File: config.mk
export PLATFORM = sky130hd
export DESIGN_NAME = pmod_keypad_emulator_flat
export DESIGN_NICKNAME = d
export VERILOG_FILES = /design/src/rtl/pmod_keypad_if.sv /design/src/rtl/pmod_keypad_emulator.sv /design/src/flat_wrapper.sv
export SDC_FILE = /design/constraint.sdc
export NUM_CORES = 1
export LEC_CHECK = 0
export BUFFER_PORTS_ARGS = -buffer_cell sky130_fd_sc_hd__buf_2
export CAP_MARGIN = 20
export CELL_PAD_IN_SITES_DETAIL_PLACEMENT = 0
export CELL_PAD_IN_SITES_GLOBAL_PLACEMENT = 2
export CORE_ASPECT_RATIO = 0.7
export CORE_UTILIZATION = 35
export CTS_BUF_LIST = sky130_fd_sc_hd__clkbuf_16
export CTS_CLUSTER_DIAMETER = 200
export DETAILED_ROUTE_END_ITERATION = 10
export PLACE_DENSITY_LB_ADDON = 0.1
export SYNTH_ARGS = -nofsm -noshare
export SYNTH_HDL_FRONTEND = slang
export SYNTH_SLANG_ARGS = --single-unit
File: constraint.sdc
create_clock -name clk -period 2.9 [get_ports clk]
set_clock_uncertainty 0.05 [all_clocks]
set_input_delay 0.29 -clock clk [delete_from_list [all_inputs] [get_ports clk]]
set_output_delay 0.29 -clock clk [all_outputs]
set_load 0.1 [all_outputs]
File: src/rtl/pmod_keypad_if.sv
// Key-press request handshake and press status between a controller and the keypad emulator.
interface pmod_keypad_if;
  localparam int unsigned KEY_W   = 4;
  localparam int unsigned COUNT_W = 16;

  logic [KEY_W-1:0]   key_in;
  logic               key_valid;
  logic               key_ready;
  logic               pressed;
  logic               done;
  logic [COUNT_W-1:0] press_count;

  modport master (
    output key_in, key_valid,
    input  key_ready, pressed, done, press_count
  );

  modport slave (
    input  key_in, key_valid,
    output key_ready, pressed, done, press_count
  );
endinterface

File: src/rtl/pmod_keypad_emulator.sv
// Responder side of a column-scan keypad: answers the scanner's active-low column drive
// with active-low row lines for one injected key, held and then released for set times.
module pmod_keypad_emulator #(
  parameter int unsigned HOLD_TICKS = 10000000,
  parameter int unsigned GAP_TICKS  = 5000000,
  parameter int unsigned CNT_BITS   = 24
) (
  input  logic         clk,
  input  logic         rst,
  input  logic [3:0]   col,
  output logic [3:0]   row,
  pmod_keypad_if.slave bus
);
  localparam int unsigned LINE_W  = 4;
  localparam int unsigned COUNT_W = 16;

  typedef enum logic [1:0] {
    IDLE    = 2'd0,
    PRESS   = 2'd1,
    RELEASE = 2'd2
  } state_t;

  state_t              state;
  logic [CNT_BITS-1:0] cnt;
  logic [LINE_W-1:0]   key_q;
  logic [LINE_W-1:0]   col_m;
  logic [LINE_W-1:0]   col_s;
  logic                ready_q;
  logic                pressed_q;
  logic                done_q;
  logic [COUNT_W-1:0]  press_cnt;
  logic [1:0]          col_idx;
  logic [1:0]          row_idx;

  // Keypad layout: rows 123A/456B/789C/0FED top to bottom, columns left to right map to bit 3..0.
  function automatic logic [1:0] key_col_bit(input logic [3:0] k);
    case (k)
      4'h1, 4'h4, 4'h7, 4'h0: key_col_bit = 2'd3;
      4'h2, 4'h5, 4'h8, 4'hF: key_col_bit = 2'd2;
      4'h3, 4'h6, 4'h9, 4'hE: key_col_bit = 2'd1;
      default:                key_col_bit = 2'd0;
    endcase
  endfunction

  function automatic logic [1:0] key_row_bit(input logic [3:0] k);
    case (k)
      4'h1, 4'h2, 4'h3, 4'hA: key_row_bit = 2'd3;
      4'h4, 4'h5, 4'h6, 4'hB: key_row_bit = 2'd2;
      4'h7, 4'h8, 4'h9, 4'hC: key_row_bit = 2'd1;
      default:                key_row_bit = 2'd0;
    endcase
  endfunction

  always_comb begin
    col_idx = key_col_bit(key_q);
    row_idx = key_row_bit(key_q);
  end

  // Column synchronizer and registered row response; other column bits are ignored.
  always_ff @(posedge clk) begin
    if (rst) begin
      col_m <= 4'hF;
      col_s <= 4'hF;
      row   <= 4'hF;
    end else begin
      col_m <= col;
      col_s <= col_m;
      if (pressed_q && !col_s[col_idx]) begin
        row <= ~(LINE_W'(1) << row_idx);
      end else begin
        row <= 4'hF;
      end
    end
  end

  // Press sequencer: accept a request, hold for HOLD_TICKS, force release for GAP_TICKS.
  always_ff @(posedge clk) begin
    if (rst) begin
      state     <= IDLE;
      cnt       <= '0;
      key_q     <= '0;
      ready_q   <= 1'b0;
      pressed_q <= 1'b0;
      done_q    <= 1'b0;
      press_cnt <= '0;
    end else begin
      done_q <= 1'b0;
      case (state)
        IDLE: begin
          ready_q <= 1'b1;
          if (bus.key_valid && ready_q) begin
            key_q     <= bus.key_in;
            cnt       <= CNT_BITS'(HOLD_TICKS - 1);
            state     <= PRESS;
            ready_q   <= 1'b0;
            pressed_q <= 1'b1;
          end
        end
        PRESS: begin
          if (cnt == '0) begin
            cnt       <= CNT_BITS'(GAP_TICKS - 1);
            state     <= RELEASE;
            pressed_q <= 1'b0;
          end else begin
            cnt <= cnt - CNT_BITS'(1);
          end
        end
        RELEASE: begin
          if (cnt == '0) begin
            done_q    <= 1'b1;
            press_cnt <= press_cnt + COUNT_W'(1);
            state     <= IDLE;
            ready_q   <= 1'b1;
          end else begin
            cnt <= cnt - CNT_BITS'(1);
          end
        end
        default: begin
          state     <= IDLE;
          ready_q   <= 1'b0;
          pressed_q <= 1'b0;
        end
      endcase
    end
  end

  assign bus.key_ready   = ready_q;
  assign bus.pressed     = pressed_q;
  assign bus.done        = done_q;
  assign bus.press_count = press_cnt;
endmodule
File: src/flat_wrapper.sv
// flat-port wrapper written by rule: the top's interface ports become plain ports
module pmod_keypad_emulator_flat 
#(
  parameter int unsigned HOLD_TICKS = 10000000,
  parameter int unsigned GAP_TICKS  = 5000000,
  parameter int unsigned CNT_BITS   = 24
)
  (clk, rst, col, row, bus_key_in, bus_key_valid, bus_key_ready, bus_pressed, bus_done, bus_press_count);
  pmod_keypad_if bus_i ();
  input  logic clk;
  input  logic rst;
  input  logic [3:0] col;
  output logic [3:0] row;
  input wire logic [$bits(bus_i.key_in)-1:0] bus_key_in;
  input wire logic [$bits(bus_i.key_valid)-1:0] bus_key_valid;
  output wire logic [$bits(bus_i.key_ready)-1:0] bus_key_ready;
  output wire logic [$bits(bus_i.pressed)-1:0] bus_pressed;
  output wire logic [$bits(bus_i.done)-1:0] bus_done;
  output wire logic [$bits(bus_i.press_count)-1:0] bus_press_count;
  assign bus_i.key_in = bus_key_in;
  assign bus_i.key_valid = bus_key_valid;
  assign bus_key_ready = bus_i.key_ready;
  assign bus_pressed = bus_i.pressed;
  assign bus_done = bus_i.done;
  assign bus_press_count = bus_i.press_count;
  pmod_keypad_emulator #(.HOLD_TICKS(HOLD_TICKS), .GAP_TICKS(GAP_TICKS), .CNT_BITS(CNT_BITS)) u_core (.clk(clk), .rst(rst), .col(col), .row(row), .bus(bus_i));
endmodule
==> results.ini <==
[final_layout]
seq_area_sq_um = 1301
nets = 446
multi_input_area_sq_um = 1718
antenna_cells = 0
fin_area_sq_um = 3796
fillers = 866
instances_no_fill = 554
drive_gt1_frac = 0.1843
syn_to_final_growth_pct = 19.92

[power]
p_int_mw = 1.858
p_sw_uw = 937.1
seqPwrFrac = 0.365
max-vdd-ir-drop_v = 0.0002804
powerDensity_nw_per_um2 = 736.3
comb_power_share = 0.243
p_leak_nw = 1.547
netSwitchingFraction = 0.3352
pwr-share-clk = 0.392

[clocking]
max-clock-path-buffers = 2
cts_hold_buf = 0
cts_buffers = 9
cts_resized = 0
cts_tree = done
clkTransAtPathRegs_ns = 0.06
cts-root-buf = clkbuf_16
cts_setup_buffers = 0
clk_latency_ns = 0.33
htree_levels = 3
cts.sinks = 65

[sta]
min_period_over_period = 0.8785
fmax_ghz = 0.3925
setup_viol = 0
max_slew.worst_pin.slew_ns = 0.6165
tns_ns = 0
finalHoldViolations = 0
rsz0062_at_grt = no
layout_min_cycle_time_ns = 2.548
relSlewSlack = 0.5875
drv_slew = 0

[die]
row_count = 28
core_sq_um = 8618
io_pins = 34
die_x_um = 115.7
die_y_um = 81.57
start_util = 0.3673
die_area_sq_um = 9435

[synthesis]
synth-edff-count = 0
netlist_area_sq_um = 3166
yosys.cell_types.count = 52
ys.flop_type = dfxtp_1
syn_area_per_cell_sq_um = 8.075
synth-async-reset-ratio = 0
yosys.area.top_type_share = 0.4111
yosys.area.top_type = dfxtp_1
yosysMostFrequentCell = dfxtp_1
synth_nets = 409
yosysSeqAreaShare = 0.4111
synth-seq-cells = 65
netlist_instances = 392
synth.area.top_cells = dfxtp_1, nor2_1, a21oi_1
ys_top_cells_by_count = dfxtp_1, nor2_1, a21oi_1
yosys_warnings = 0

[global_route]
overflow = 0
grt_max_degree = 23
grt_pass1_vias = 2610
grt_pass1_wl_um = 13880
antenna_found_initial = 0
track_usage = 0.1966

[worst_setup_path]
crit_required_ns = 3.06
cp-start-kind = flip-flop
worst_setup_path_end_kind = flip-flop
cp.arrival_ns = 2.71
cp_max_fo = 6
r2r_cells = 9
crit_type = reg -> reg
rrSetupSlack_ns = 0.35

[min_path]
whs_path_depth = 2
hp-class = in -> reg

[place]
place.gp.congestion = 0.8508
dpl.cell_count = 538
place_area_sq_um = 3493
hpwl_um = 6320
portBuffers = 33

[detailed_routing]
wl_um = 8683
wl_per_cell_um = 15.67
drt-initial-drc-count = 274
vias_per_cell = 5.345
drtPass1Iterations = 5
detail-route-antenna-nets = 0
drc = 0
vias = 2961

[status]
status = completed

[run]
cap_violations = 0

## cell usage in the layout (no fill, tap or decap), types with 3 or more instances in the layout
| master | count |
|---|---|
| a31oi_1 | 8 |
| nor2_1 | 57 |
| clkbuf_16 | 9 |
| xnor2_1 | 5 |
| mux2i_1 | 5 |
| xor2_1 | 8 |
| nand3_1 | 10 |
| nor4_1 | 7 |
| buf_2 | 33 |
| or4_1 | 6 |
| o211ai_1 | 3 |
| a21oi_1 | 30 |
| ha_1 | 6 |
| o21ai_0 | 26 |
| o31ai_1 | 3 |
| inv_1 | 9 |
| nand2_1 | 29 |
| or3_1 | 6 |
| a211oi_1 | 5 |
| dfxtp_1 | 65 |
| and3_1 | 7 |
| or2_2 | 10 |
| nand2b_1 | 3 |
| buf_4 | 14 |
| a21o_1 | 4 |
| nor3_1 | 19 |
| nand3b_1 | 3 |
| nand4_1 | 8 |
## through the flow
stage / util / power, mW / worst slack, ns / hold slack, ns
after floorplan: - / 1.512 / 0.4161 / 0.3239
after global placement: 0.4053 / 1.721 / 0.4945 / 0.3400
after detailed placement: 0.4053 / 1.701 / 0.4323 / 0.3459
after CTS: 0.4405 / 2.807 / 0.4006 / 0.08302
after global routing: 0.4405 / 2.936 / 0.1714 / 0.08474
final: 0.4405 / 2.795 / 0.3524 / 0.09186
## layout make-up
type                            count  area share
Inverter                            9    0.008899
Sequential cell                    65      0.3428
Clock buffer                        9     0.05933
Clock inverter                      7     0.02044
Multi-Input combinational cell    296      0.4525
Tap cell                          120     0.03955
Timing Repair Buffer               48     0.07647
## path summary, 6_finish.rpt
| kind | startpoint | to |
|---|---|---|
| max | u_core.cnt[0] | u_core.cnt[23] |
| min | col[2] | u_core.col_m[2] |
| max reg2reg | u_core.cnt[0] | u_core.cnt[23] |
| min reg2reg | u_core.row_idx[0] | u_core.row[1] |
## metal layers
layer,wire [um],GRT usage,up-vias
li1,-,-,1487
met1,4431,0.2904,1345
met2,3374,0.2593,116
met3,757,0.06568,13
met4,119,0.06923,0
met5,0,0,-
## power by group through the flow
stage	registers (mW)	clock network (mW)	logic, mW
detailed placement	1.04	0	0.664
floorplan	1.04	0	0.470
finish	1.02	1.10	0.678
global placement	1.04	0	0.685
CTS	1.02	1.12	0.669
global route	1.03	1.16	0.749
## sequential cells by signal (all words and copies together), names as in the netlist
name,flops
u_core.col_m,4
u_core.bus.press_count,16
u_core.state,2
u_core.col_idx,2
u_core.row_idx,2
u_core.bus.done,1
u_core.bus.pressed,1
u_core.col_s,4
u_core.bus.key_ready,1
u_core.cnt,24
u_core.key_q,4
u_core.row,4
## worst max-delay path, cell delays in order, from the launching register on
cell     delay (ns)
dfxtp_1        0.32
inv_1          0.14
ha_1           0.19
or3b_1         0.38
or4_1          0.53
o21ai_2        0.29
buf_4          0.20
a31oi_1        0.04
o21ai_0        0.19
a21oi_1        0.08
## logic make-up after synthesis
group | synth area share
flip-flops | 0.4111
AND/OR/NAND/NOR | 0.2783
buffers and inverters | 0.04624
multiplexers | 0.01937
XOR/XNOR | 0.03597
adder cells (fa/ha/maj) | 0.02371
AO/OA/AOI/OAI | 0.1854
Power figures use the tool's default switching activity.
